===== config.mk =====
export PLATFORM = sky130hd
export DESIGN_NAME = fir3_core_flat
export DESIGN_NICKNAME = d
export VERILOG_FILES = /design/src/rtl/fir_pkg.sv /design/src/rtl/fir3_core_if.sv /design/src/rtl/fir3_core_braun.sv /design/src/rtl/fir3_core.sv /design/src/flat_wrapper.sv
export SDC_FILE = /design/constraint.sdc
export NUM_CORES = 1
export LEC_CHECK = 0
export CORE_MARGIN = 1
export CORE_UTILIZATION = 23
export CTS_CLUSTER_DIAMETER = 120
export DETAILED_ROUTE_END_ITERATION = 8
export HOLD_SLACK_MARGIN = 0.12
export PLACE_DENSITY_LB_ADDON = 0.15
export SYNTH_ARGS = -nofsm -noshare
export SYNTH_HDL_FRONTEND = slang
export SYNTH_SLANG_ARGS = --single-unit

===== constraint.sdc =====
create_clock -name clk -period 9.4 [get_ports clk]
set_clock_uncertainty 0.15 [all_clocks]
set_input_delay 1.88 -clock clk [delete_from_list [all_inputs] [get_ports clk]]
set_output_delay 1.88 -clock clk [all_outputs]
set_load 0.03 [all_outputs]

===== src/rtl/fir_pkg.sv =====
// Shared constants and types for the 3-tap FIR filter.
package fir_pkg;

  localparam int DATA_W = 8;
  localparam int PROD_W = 16;
  localparam int ACC_W  = 18;
  localparam int TAPS   = 3;

  localparam logic [DATA_W-1:0] COEF0_DEF = 8'd1;
  localparam logic [DATA_W-1:0] COEF1_DEF = 8'd2;
  localparam logic [DATA_W-1:0] COEF2_DEF = 8'd1;

  typedef enum logic [1:0] {
    C0 = 2'd0,
    C1 = 2'd1,
    C2 = 2'd2
  } coef_sel_e;

endpackage


===== src/rtl/fir3_core_if.sv =====
// Sample, coefficient and result handshakes of fir3_core grouped in one bundle.
interface fir3_core_if;
  import fir_pkg::*;

  logic              in_valid;
  logic              in_ready;
  logic [DATA_W-1:0] in_data;
  logic              clr;
  logic              coef_we;
  logic [1:0]        coef_sel;
  logic [DATA_W-1:0] coef_data;
  logic              coef_ready;
  logic              out_valid;
  logic              out_ready;
  logic [ACC_W-1:0]  out_data;

  modport master (
    output in_valid, in_data, clr, coef_we, coef_sel, coef_data, out_ready,
    input  in_ready, coef_ready, out_valid, out_data
  );

  modport slave (
    input  in_valid, in_data, clr, coef_we, coef_sel, coef_data, out_ready,
    output in_ready, coef_ready, out_valid, out_data
  );

endinterface


===== src/rtl/fir3_core_braun.sv =====
// 8x8 unsigned array multiplier: one shifted partial-product row added per multiplier bit.
module Braun_Multiplier (
  input  logic [7:0]  i_a,
  input  logic [7:0]  i_b,
  output logic [15:0] o_p
);

  genvar gi;
  for (gi = 0; gi < 8; gi++) begin : g_row
    logic [15:0] w_pp;
    logic [15:0] w_acc;
    assign w_pp = {8'b0, i_a & {8{i_b[gi]}}} << gi;
    if (gi == 0) begin : g_first
      assign w_acc = w_pp;
    end else begin : g_next
      assign w_acc = g_row[gi-1].w_acc + w_pp;
    end
  end

  assign o_p = g_row[7].w_acc;

endmodule


===== src/rtl/fir3_core.sv =====
// 3-tap FIR: delay line and coefficients feed three multipliers, products registered,
// then summed into an 18-bit result. The whole pipeline stalls on output backpressure.
module fir3_core
  import fir_pkg::*;
#(
  parameter logic [DATA_W-1:0] COEF0 = COEF0_DEF,
  parameter logic [DATA_W-1:0] COEF1 = COEF1_DEF,
  parameter logic [DATA_W-1:0] COEF2 = COEF2_DEF
) (
  input  logic         clk,
  input  logic         rst_n,
  fir3_core_if.slave   bus
);

  logic              w_en;
  logic              w_accept;
  logic              w_coef_ready;
  logic              w_coef_wr;
  logic [ACC_W-1:0]  w_sum;
  logic [PROD_W-1:0] w_prod [TAPS];

  logic [DATA_W-1:0] r_x    [TAPS];
  logic [DATA_W-1:0] r_coef [TAPS];
  logic [PROD_W-1:0] r_p    [TAPS];
  logic              r_v0;
  logic              r_v1;
  logic              r_out_valid;
  logic [ACC_W-1:0]  r_out_data;

  assign w_en         = ~r_out_valid | bus.out_ready;
  assign bus.in_ready = w_en & ~bus.clr & rst_n;
  assign w_accept     = bus.in_valid & bus.in_ready;
  assign w_coef_ready = ~(r_v0 | r_v1 | r_out_valid);
  assign w_coef_wr    = bus.coef_we & w_coef_ready;

  assign bus.coef_ready = w_coef_ready;
  assign bus.out_valid  = r_out_valid;
  assign bus.out_data   = r_out_data;

  genvar gi;
  for (gi = 0; gi < TAPS; gi++) begin : g_mult
    Braun_Multiplier u_mult (
      .i_a (r_x[gi]),
      .i_b (r_coef[gi]),
      .o_p (w_prod[gi])
    );
  end

  always_comb begin
    w_sum = '0;
    for (int i = 0; i < TAPS; i++) begin
      w_sum = w_sum + ACC_W'(r_p[i]);
    end
  end

  // Select value 3 falls to the default arm and leaves every coefficient untouched.
  always_ff @(posedge clk or negedge rst_n) begin
    if (!rst_n) begin
      r_coef[0] <= COEF0;
      r_coef[1] <= COEF1;
      r_coef[2] <= COEF2;
    end else if (w_coef_wr) begin
      case (coef_sel_e'(bus.coef_sel))
        C0:      r_coef[0] <= bus.coef_data;
        C1:      r_coef[1] <= bus.coef_data;
        C2:      r_coef[2] <= bus.coef_data;
        default: ;
      endcase
    end
  end

  // clr overrides the stall so a flush always takes effect at the next edge.
  always_ff @(posedge clk or negedge rst_n) begin
    if (!rst_n) begin
      for (int i = 0; i < TAPS; i++) begin
        r_x[i] <= '0;
        r_p[i] <= '0;
      end
      r_v0        <= 1'b0;
      r_v1        <= 1'b0;
      r_out_valid <= 1'b0;
      r_out_data  <= '0;
    end else if (bus.clr) begin
      for (int i = 0; i < TAPS; i++) begin
        r_x[i] <= '0;
      end
      r_v0        <= 1'b0;
      r_v1        <= 1'b0;
      r_out_valid <= 1'b0;
    end else if (w_en) begin
      if (w_accept) begin
        r_x[0] <= bus.in_data;
        for (int i = 1; i < TAPS; i++) begin
          r_x[i] <= r_x[i-1];
        end
      end
      for (int i = 0; i < TAPS; i++) begin
        r_p[i] <= w_prod[i];
      end
      r_v0        <= w_accept;
      r_v1        <= r_v0;
      r_out_valid <= r_v1;
      if (r_v1) begin
        r_out_data <= w_sum;
      end
    end
  end

endmodule


===== src/flat_wrapper.sv =====
// flat-port wrapper written by rule: the top's interface ports become plain ports
module fir3_core_flat import fir_pkg::*;
#(
  parameter logic [DATA_W-1:0] COEF0 = COEF0_DEF,
  parameter logic [DATA_W-1:0] COEF1 = COEF1_DEF,
  parameter logic [DATA_W-1:0] COEF2 = COEF2_DEF
)
  (clk, rst_n, bus_in_valid, bus_in_data, bus_clr, bus_coef_we, bus_coef_sel, bus_coef_data, bus_out_ready, bus_in_ready, bus_coef_ready, bus_out_valid, bus_out_data);
  fir3_core_if bus_i ();
  input  logic clk;
  input  logic rst_n;
  input wire logic [$bits(bus_i.in_valid)-1:0] bus_in_valid;
  input wire logic [$bits(bus_i.in_data)-1:0] bus_in_data;
  input wire logic [$bits(bus_i.clr)-1:0] bus_clr;
  input wire logic [$bits(bus_i.coef_we)-1:0] bus_coef_we;
  input wire logic [$bits(bus_i.coef_sel)-1:0] bus_coef_sel;
  input wire logic [$bits(bus_i.coef_data)-1:0] bus_coef_data;
  input wire logic [$bits(bus_i.out_ready)-1:0] bus_out_ready;
  output wire logic [$bits(bus_i.in_ready)-1:0] bus_in_ready;
  output wire logic [$bits(bus_i.coef_ready)-1:0] bus_coef_ready;
  output wire logic [$bits(bus_i.out_valid)-1:0] bus_out_valid;
  output wire logic [$bits(bus_i.out_data)-1:0] bus_out_data;
  assign bus_i.in_valid = bus_in_valid;
  assign bus_i.in_data = bus_in_data;
  assign bus_i.clr = bus_clr;
  assign bus_i.coef_we = bus_coef_we;
  assign bus_i.coef_sel = bus_coef_sel;
  assign bus_i.coef_data = bus_coef_data;
  assign bus_i.out_ready = bus_out_ready;
  assign bus_in_ready = bus_i.in_ready;
  assign bus_coef_ready = bus_i.coef_ready;
  assign bus_out_valid = bus_i.out_valid;
  assign bus_out_data = bus_i.out_data;
  fir3_core #(.COEF0(COEF0), .COEF1(COEF1), .COEF2(COEF2)) u_core (.clk(clk), .rst_n(rst_n), .bus(bus_i));
endmodule

==> key figures <==
Outcome
  • Outcome: complete, no violations

Finish
  • Ratio of cells with drive above 1 in the final layout: 0.0588
  • Area Overhead vs Synth: 15.7%
  • Final Core Density: 0.269
  • Fillcell total: 5500
  • Fin nets: 1563
  • Final Non-Filler Cells: around 2000
  • Final Instance Area: approximately 13000 sq um

GRT
  • Tot GR Track Use: 0.125
  • Vias in the first global route: 8884
  • Largest net degree at the start of global routing: 80
  • First-pass GRT wire length: 49.6 mm
  • Initial antenna violation count: 1
  • Grt total ovfl: 0

Place
  • DP Cell Count: about 2000
  • Post-DP Area: 12800 sq um
  • I/O Buffers: 44
  • GPL Wtd Cong: between 0.7 and 0.8
  • Hpwl dp: 23.9 mm

Critical path
  • FF-to-FF path depth: 25
  • Worst setup path category: reg -> reg
  • Required time of the critical path: 9.58 ns
  • Endpoint type of the worst setup path: register
  • Startpoint Class: register
  • CP Max Fanout: 9
  • Worst Path Arrival: 6.78 ns

CTS
  • Clock transition at path regs: ~0.060 ns
  • Clock Sinks: between 100 and 150
  • Resize count post-CTS: 0
  • TritonCTS clock tree: done
  • Worst-Skew Late Latency: between 0.4 and 0.5 ns
  • Max H-tree Level: 4
  • Total CTS buffers: 17
  • CTS Root Cell: clkbuf_16
  • Maximum root-to-sink buffer count: 2
  • Post-CTS Hold Buffers: 0
  • Post-CTS Setup Inserts: 0

Detailed routing
  • DRT Pass-1 Iters: 4
  • Drt initial violations: 300
  • Routed wire per std cell: 15.0 um
  • DR vias/cell: 4.19
  • Routed Wire Length: approximately 30 mm
  • Vias post-DR: 8371
  • DRC Markers: 0
  • DRT antenna net count: 0

Power and ir drop
  • VDD IR-drop max: 0.0909 mV
  • Leak Pwr: 6.85 nW
  • Power density cells: 138 nW/um^2

Floorplanning
  • Cell Rows: 82
  • Die Wd: 227 um
  • Starting density of the core: 0.233
  • Core ar.: 50100 sq um
  • Die Ht: 227 um
  • Die area: ~52000 sq um
  • Io pins: 45

Synthesis
  • Synth Area per Inst: 9.10 sq um
  • Unique masters post-synth: 52
  • Synth async-reset ratio: 1.00
  • Syn Std Cell Area: roughly 12000 sq um
  • Seq/Total Area, Yosys: 0.252
  • Synth Flop Type: dfrtp_1
  • Post-Syn Instances: 1281
  • Yosys reg bits: approximately 120
  • Warnings, synthesis: 0
  • Number of synthesized flops with an enable pin: 0
  • Mapped Nets: 1531

Timing
  • Minimum clock period: between 6 and 7 ns
  • Final Setup Violations: 0
  • Fin Setup TNS: 0 ns
  • Worst hold margin: 0.326 ns
  • RSZ-0062 raised after global routing: false
  • Final Max Slew Viols: 0
  • Max Clk Rate: between 150 and 200 MHz
  • Headroom to the max-slew limit: 0.388
  • Crit share post-route: 0.703
  • Measured slew at the worst slew-check pin: 0.916 ns
  • Hold Vio Cnt, Final: 0

Hold path
  • Hold WC Path Type: reg -> reg
  • Hold depth: 2

Run
  • Max Cap Viol: 0
cells in the final DEF (no fill, tap or decap), drive strengths merged, types with 4 or more instances in the layout:
| cell | n |
|---|---|
| xnor2 | 39 |
| nor2b | 9 |
| nor3b | 4 |
| or3 | 4 |
| o21ai | 78 |
| o21bai | 13 |
| and3 | 8 |
| a211oi | 9 |
| o211ai | 4 |
| xor2 | 26 |
| o21a | 4 |
| nand2 | 209 |
| mux2 | 27 |
| fa | 104 |
| nor2 | 16 |
| and2 | 135 |
| a21o | 27 |
| a21oi | 52 |
| clkdlybuf4s50 | 43 |
| ha | 122 |
| clkinv | 5 |
| dfrtp | 114 |
| buf | 7 |
| nor3 | 15 |
| inv | 142 |
| nand2b | 30 |
| nand3 | 19 |
| bufinv | 4 |
| clkbuf | 23 |
metal layers:
| metal | vias to the layer above | global-route usage | wire [um] |
|---|---|---|---|
| met5 | - | 0 | 0 |
| li1 | 4245 | - | - |
| met2 | 70 | 0.199 | 13400 |
| met4 | 0 | 0.0323 | 315 |
| met1 | 4041 | 0.175 | 15400 |
| met3 | 15 | 0.0226 | 880 |
worst paths after layout:
kind                                                     start                                  end  slack [ns]
max                               u_core.r_coef[9]$_DFFE_PN1P_           u_core.r_p[31]$_DFFE_PN0P_        2.79
min                        u_core.bus.out_data[12]$_DFFE_PN0P_  u_core.bus.out_data[12]$_DFFE_PN0P_        0.33
max reg2reg                       u_core.r_coef[9]$_DFFE_PN1P_           u_core.r_p[31]$_DFFE_PN0P_        2.79
min reg2reg                u_core.bus.out_data[12]$_DFFE_PN0P_  u_core.bus.out_data[12]$_DFFE_PN0P_        0.33
max in group asynchronous                                rst_n           u_core.r_x[19]$_DFFE_PN0P_        6.79
min in group asynchronous                                rst_n            u_core.r_p[1]$_DFFE_PN0P_        1.22
metrics by stage:
stage	total power, mW	setup WS [ns]
finish	1.87	2.79
CTS	1.91	2.76
global placement	1.17	2.91
floorplan	0.972	3.18
detailed placement	1.17	2.78
global route	1.99	2.42
cell type report:
class	count	area [sq um]	area share
inverter	142	533	0.0395
multi-input combinational	985	8050	0.597
tap	672	841	0.0624
clock buffer	23	488	0.0362
timing repair buffer	50	483	0.0358
clock inverter	9	149	0.0110
sequential	117	2930	0.217
antenna	1	2.50	0.000186
critical path, cell delays in order, from the launching register on:
cell and delay (ns):
dfstp_2 0.60, and2_1 0.17, fa_1 0.44, fa_1 0.54, inv_1 0.05, fa_1 0.52
inv_1 0.07, ha_1 0.29, a21o_1 0.17, a21oi_1 0.22, nor2b_1 0.07, o21ai_0 0.26
nand2b_1 0.11, xor2_1 0.17, fa_1 0.51, inv_1 0.06, fa_1 0.54, inv_1 0.05
ha_1 0.32, a21o_1 0.19, a21oi_1 0.22, o21bai_1 0.11, a31oi_1 0.17, o21bai_1 0.09
xor2_1 0.14, mux2_2 0.26
registers in the layout, indices dropped and copies added, names as in the netlist:
name	count
u_core.r_x	24
u_core.r_v1	1
u_core.bus.out_valid	1
u_core.bus.out_data	18
u_core.r_p	48
u_core.r_coef	24
u_core.r_v0	1
power by group:
group | leakage, nW | internal [mW] | switching (mW) | total (mW)
combinational | 4.98 | 0.202 | 0.273 | 0.474
sequential | 1.55 | 0.574 | 0.103 | 0.677
clock | 0.317 | 0.470 | 0.244 | 0.714
Yosys cell counts, drive strengths merged, types with 2 or more instances:
cell type / count / area (sq um)
clkbuf: 32 / 120
fa: 104 / 2080
nor2: 16 / 60.1
o211ai: 4 / 30.0
ha: 122 / 1530
and2: 135 / 845
dfstp: 3 / 78.8
nand3: 19 / 95.1
o21bai: 13 / 97.6
nor3: 15 / 80.1
mux2: 27 / 304
and3: 8 / 50.1
o21ai: 78 / 394
a31oi: 3 / 18.8
o21a: 4 / 30.0
a21oi: 52 / 260
nor2b: 9 / 56.3
inv: 142 / 533
nor4b: 2 / 17.5
nor3b: 4 / 30.0
mux2i: 3 / 30.0
xnor2: 39 / 342
or3: 4 / 25.0
xor2: 26 / 228
a31o: 3 / 26.3
nor4: 3 / 18.8
buf: 5 / 20.0
or2: 2 / 12.5
nand2b: 30 / 188
a2111o: 2 / 22.5
nand2: 209 / 785
a21o: 27 / 203
dfrtp: 114 / 2850
a211oi: 9 / 72.6
logic make-up after synthesis:
family | Yosys count | share of synthesized area
XOR/XNOR | 65 | 0.0489
AND/OR/NAND/NOR | 459 | 0.196
adder cells (fa/ha/maj) | 226 | 0.310
flip-flops | 117 | 0.252
multiplexers | 30 | 0.0287
AO/OA/AOI/OAI | 205 | 0.107
buffers and inverters | 179 | 0.0578
Note: power is estimated with default switching activity, not from simulation.
==> RTL change 1: new RTL, config.mk and constraints unchanged <==
Change the package constant `ACC_W` from 18 to 9.
--- a/src/rtl/fir_pkg.sv
+++ b/src/rtl/fir_pkg.sv
@@ -3,7 +3,7 @@
 
   localparam int DATA_W = 8;
   localparam int PROD_W = 16;
-  localparam int ACC_W  = 18;
+  localparam int ACC_W  = 9;
   localparam int TAPS   = 3;
 
   localparam logic [DATA_W-1:0] COEF0_DEF = 8'd1;
Interface: changed (resized bus_out_data); port bits go from 45 to 36. The function was not compared with the original's and may differ.
==> RTL change 1 against the unedited design <==
Count of clock-buffer cells in the layout fell by 12. Via count fell by 47%. Setup slack improved by 0.82 ns. Area after synthesis fell by 42%. Cell area fell by 43%. Die area fell by 42%. Clock power fell by 47%. Sequential cell count fell by 30. Routed wire length fell by 45%. Core utilization barely moved. Total power fell by 39%. Synthesized cell count fell by 47%. Critical endpoint is now bus_in_ready. Largest cell class unchanged. Largest power group is now sequential cells. Highest routed layer unchanged.
==> RTL change 1: results (changes against the unedited design) <==
* Status: finished, final reports clean
* M1 WL at 8240 um (-46%)
* Largest registers: u_core.r_p x27, u_core.r_coef x24, u_core.r_x x24
* Met3 wire len at 345 um (-61%)
* Top sig layer: met4
* H-tree levels at 3 (-1)
* Largest net degree at the start of global routing at 48 (-40%)
* Tot GR Track Use at 0.120 (-0.00545)
* Met2 wire len at 7600 um (-43%)
* Final Net Count at 846 (-46%)
* First-pass GRT wire length at 27,600 um (-44%)
* HPWL after DPL at 12,500 um (-47%)
* Post-synthesis cell type count at 38 (-27%)
* Clock Latency Late Sink at 0.35 ns (-0.09 ns)
* Via count at 4,441 (-47%)
* # diodes at 0 (-1)
* Yosys warnings at 0 (unchanged)
* Antenna violations before repair at 0 (-1)
* Detailed Route Iter0 Violations at 199 (-34%)
* Syn_nets at 821 (-46%)
* GPL Wtd Cong at 0.762 (+1.6%)
* Vias in the first global route at 4,744 (-47%)
* Post-DP Area at 0.00742 mm2 (-42%)
* Synth cell count leaders: nand2_1, dfrtp_1, fa_1
* Max FO, Critical Path at 26 (+17)
* Post-CTS setup buffers at 0 (unchanged)
* Leakage at 0.00348 uW (-49%)
* Layout cells sized above 1 at 0.0811 (+0.0223)
* VDD IR-drop max at 0.0000782 V (-14%)
* Slew @ Worst Pin at 1.05 ns (+0.133 ns)
* Clk pin slew, worst setup/hold paths at 0.07 ns
* Final WL at 16,300 um (-45%)
* Place WS at 3.55 ns (+0.769 ns)
RTL change 1: cell types whose count changed in the layout (fill, tap and decap cells not counted), moves of 22 or more:
cell | unedited run | this run
dfrtp_1 | 114 | 84
inv_1 | 142 | 61
a21oi_1 | 52 | 7
ha_1 | 122 | 43
fa_1 | 104 | 69
o21ai_0 | 71 | 20
and2_1 | 135 | 46
nand2b_1 | 29 | 1
a21o_1 | 27 | 5
RTL change 1: path summary, 6_finish.rpt:
path / from / endpoint / cells after the start / slack, ns
setup / recovery: bus_clr / bus_in_ready / 4 / 3.61
hold / removal: u_core.bus.out_data[0]$_DFFE_PN0P_ / u_core.bus.out_data[0]$_DFFE_PN0P_ / 2 / 0.33
setup reg to reg: u_core.r_x[8]$_DFFE_PN0P_ / u_core.r_p[24]$_DFFE_PN0P_ / 12 / 5.01
hold reg to reg: u_core.bus.out_data[0]$_DFFE_PN0P_ / u_core.bus.out_data[0]$_DFFE_PN0P_ / 2 / 0.33
max in group asynchronous: rst_n / u_core.r_p[38]$_DFFE_PN0P_ / 2 / 6.61
min in group asynchronous: rst_n / u_core.bus.out_data[5]$_DFFE_PN0P_ / 1 / 1.38
RTL change 1: cells by family after synthesis:
group           count (synthesis)  synth area share
compound gates                 58            0.0478
xor+xnor                       48            0.0627
flops                          87             0.325
mux                            28            0.0465
fa+ha+maj                     112             0.286
simple gates                  267             0.177
buf+inv                        85            0.0540
RTL change 1: per-layer routing:
| layer | track usage | vias up |
|---|---|---|
| li1 | - | 2187 |
| met5 | 0 | - |
| met3 | 0.0231 | 9 |
| met2 | 0.188 | 50 |
| met4 | 0.0277 | 0 |
| met1 | 0.170 | 2195 |
RTL change 1: per-stage QoR:
stage | cells | hold WS (ns)
2_1_floorplan | 685 | 0.316
3_3_place_gp | 1083 | 0.316
3_5_place_dp | 1083 | 0.320
4_1_cts | 1099 | 0.335
5_1_grt | 1099 | 0.356
6_report | 1099 | 0.326
RTL change 1: layout make-up:
cell class | instances | area, um2
clock inverters | 5 | 56.3
repair buffers | 37 | 363
fillers | 3084 | 21000
inverters | 62 | 233
clock buffers | 11 | 253
well taps | 384 | 480
multi-input cells | 513 | 4160
flip-flops and latches | 87 | 2180
RTL change 1: power breakdown:
| group | internal, uW | switching (uW) |
|---|---|---|
| Combinational | 115 | 136 |
| Sequential | 428 | 76.7 |
| Clock | 220 | 159 |
| Total | 764 | 372 |
RTL change 1: worst max-delay path: stages:
cell and delay (ns):
clkdlybuf4s50_1 0.52, inv_2 0.44, and3_1 0.25, clkdlybuf4s50_1 0.67
==> RTL change 2: new RTL, same flow settings <==
Without the edit above. Make the reset (`rst_n`) synchronous in 2 clocked blocks.
--- a/src/rtl/fir3_core.sv
+++ b/src/rtl/fir3_core.sv
@@ -54,7 +54,7 @@
   end
 
   // Select value 3 falls to the default arm and leaves every coefficient untouched.
-  always_ff @(posedge clk or negedge rst_n) begin
+  always_ff @(posedge clk) begin
     if (!rst_n) begin
       r_coef[0] <= COEF0;
       r_coef[1] <= COEF1;
@@ -70,7 +70,7 @@
   end
 
   // clr overrides the stall so a flush always takes effect at the next edge.
-  always_ff @(posedge clk or negedge rst_n) begin
+  always_ff @(posedge clk) begin
     if (!rst_n) begin
       for (int i = 0; i < TAPS; i++) begin
         r_x[i] <= '0;
Function: changed (a bounded check fails within 4 cycles, from zero or initial values and one cycle with rst_n low; the reset may be asserted at any time).
==> RTL change 2 against the unedited design <==
Total power is 0.31% higher. Via count decreased by 5.0%. Critical endpoint is now u_core.r_p[0][46]$_SDFFCE_PN0P_. Setup slack got worse by 0.42 ns. Cell area shrank 1.4%. Sequential share of layout area is 3.1 points higher. Sequential cell count unchanged. Area after synthesis down 1.4%. Routed wire length shrank 5.7%. Largest cell class unchanged. Clock power fell by 13%. Largest power group is now sequential cells.
==> RTL change 2: results (changes against the unedited design) <==
* Status: finished, final reports clean
* Fraction of power consumed by sequential logic at 0.347 (-0.016)
* Buffer share of cell area at 0.0365 (+0.000681)
* Synth Area in Adders at 0.314 (+0.00432)
* Layout cells sized above 1 at 0.0449 (-0.0139)
* Syn_nets at 1,413 (-7.7%)
* VDD IR-drop max at 0.000109 V (+20%)
* Detailed Route Iter0 Violations at 429 (+43%)
* Max incr delay on CP at 0.58 ns (-0.02 ns)
* Via count at 7,953 (-5.0%)
* Filler cells at 5,262 (-4.3%)
* Switching power at 628 uW (+1.2%)
* Max FO, Critical Path at 8 (-1)
* Worst reg2reg path endpoint: u_core.r_p[0][46]$_SDFFCE_PN0P_
* Synth cell count leaders: and2_1, inv_1, ha_1
* Tot GR Track Use at 0.119 (-0.00689)
* Clock buf/inv share at 0.0426 (-0.00462)
* WL/cell at 14.9 um (-0.24%)
* Vias in the first global route at 8,203 (-7.7%)
* Multi-input combinational area share at 0.568 (-0.0297)
* Slew @ Worst Pin at 1.06 ns (+0.140 ns)
* Multiplexer share of the synthesized area at 0.00348 (-0.0252)
* Worst Hold End: u_core.bus.out_data[14]$_SDFFE_PN0P_
* #MultiIn Comb at 876 (-11%)
* Xor/xnor share of the synthesized area at 0.0358 (-0.0130)
* First-pass GRT wire length at 45,900 um (-7.6%)
* Inverters at 150 (+5.6%)
* Largest net degree at the start of global routing at 54 (-33%)
* Post-synthesis cell type count at 66 (+27%)
* Layout clock buffer count at 24 (+4.3%)
* TritonRoute pass-1 iters at 5 (+1)
* Reg2reg start: u_core.r_x[0][20]$_SDFFCE_PN0P_
* Post-synth EDFFs at 96 (+96)
* # diodes at 0 (-1)
* R2r setup slk at 2.37 ns (-0.42 ns)
* P_seq at 649 uW (-4.1%)
* Post-synthesis sequential area ratio at 0.287 (+0.0358)
* Largest cells by area after synthesis: edfxtp_1, fa_1, ha_1
* Critical-path top delay cell: fa_1
* HPWL after DPL at 23,000 um (-3.5%)
* HP Start: u_core.bus.out_data[14]$_SDFFE_PN0P_
* Gate power share at 0.322 (+0.068)
* GPL Wtd Cong at 0.735 (-1.9%)
* Worst Path Arrival at 7.05 ns (+0.27 ns)
-- RTL change 2: through the flow --
| step | instance area (um2) | instances | worst slack (ns) |
|---|---|---|---|
| 2_1_floorplan | 11500 | 1163 | 3.09 |
| 6_report | 13300 | 1889 | 2.37 |
| 3_5_place_dp | 12700 | 1857 | 2.42 |
| 4_1_cts | 13300 | 1889 | 2.35 |
| 5_1_grt | 13300 | 1889 | 1.98 |
| 3_3_place_gp | 12700 | 1857 | 2.49 |
-- RTL change 2: worst min-delay path: stages, from the launching register on --
cell and delay (ns):
dfxtp_1 0.31, nand2_1 0.05, o31ai_1 0.06
-- RTL change 2: layer usage --
metal,GRT usage,wire length (um),vias to the layer above,share of wire
met5,0,0,-,0
met4,0.0336,396,0,0.014
met3,0.0205,803,26,0.028
met2,0.181,12100,104,0.43
met1,0.170,14900,3803,0.53
li1,-,-,4020,-
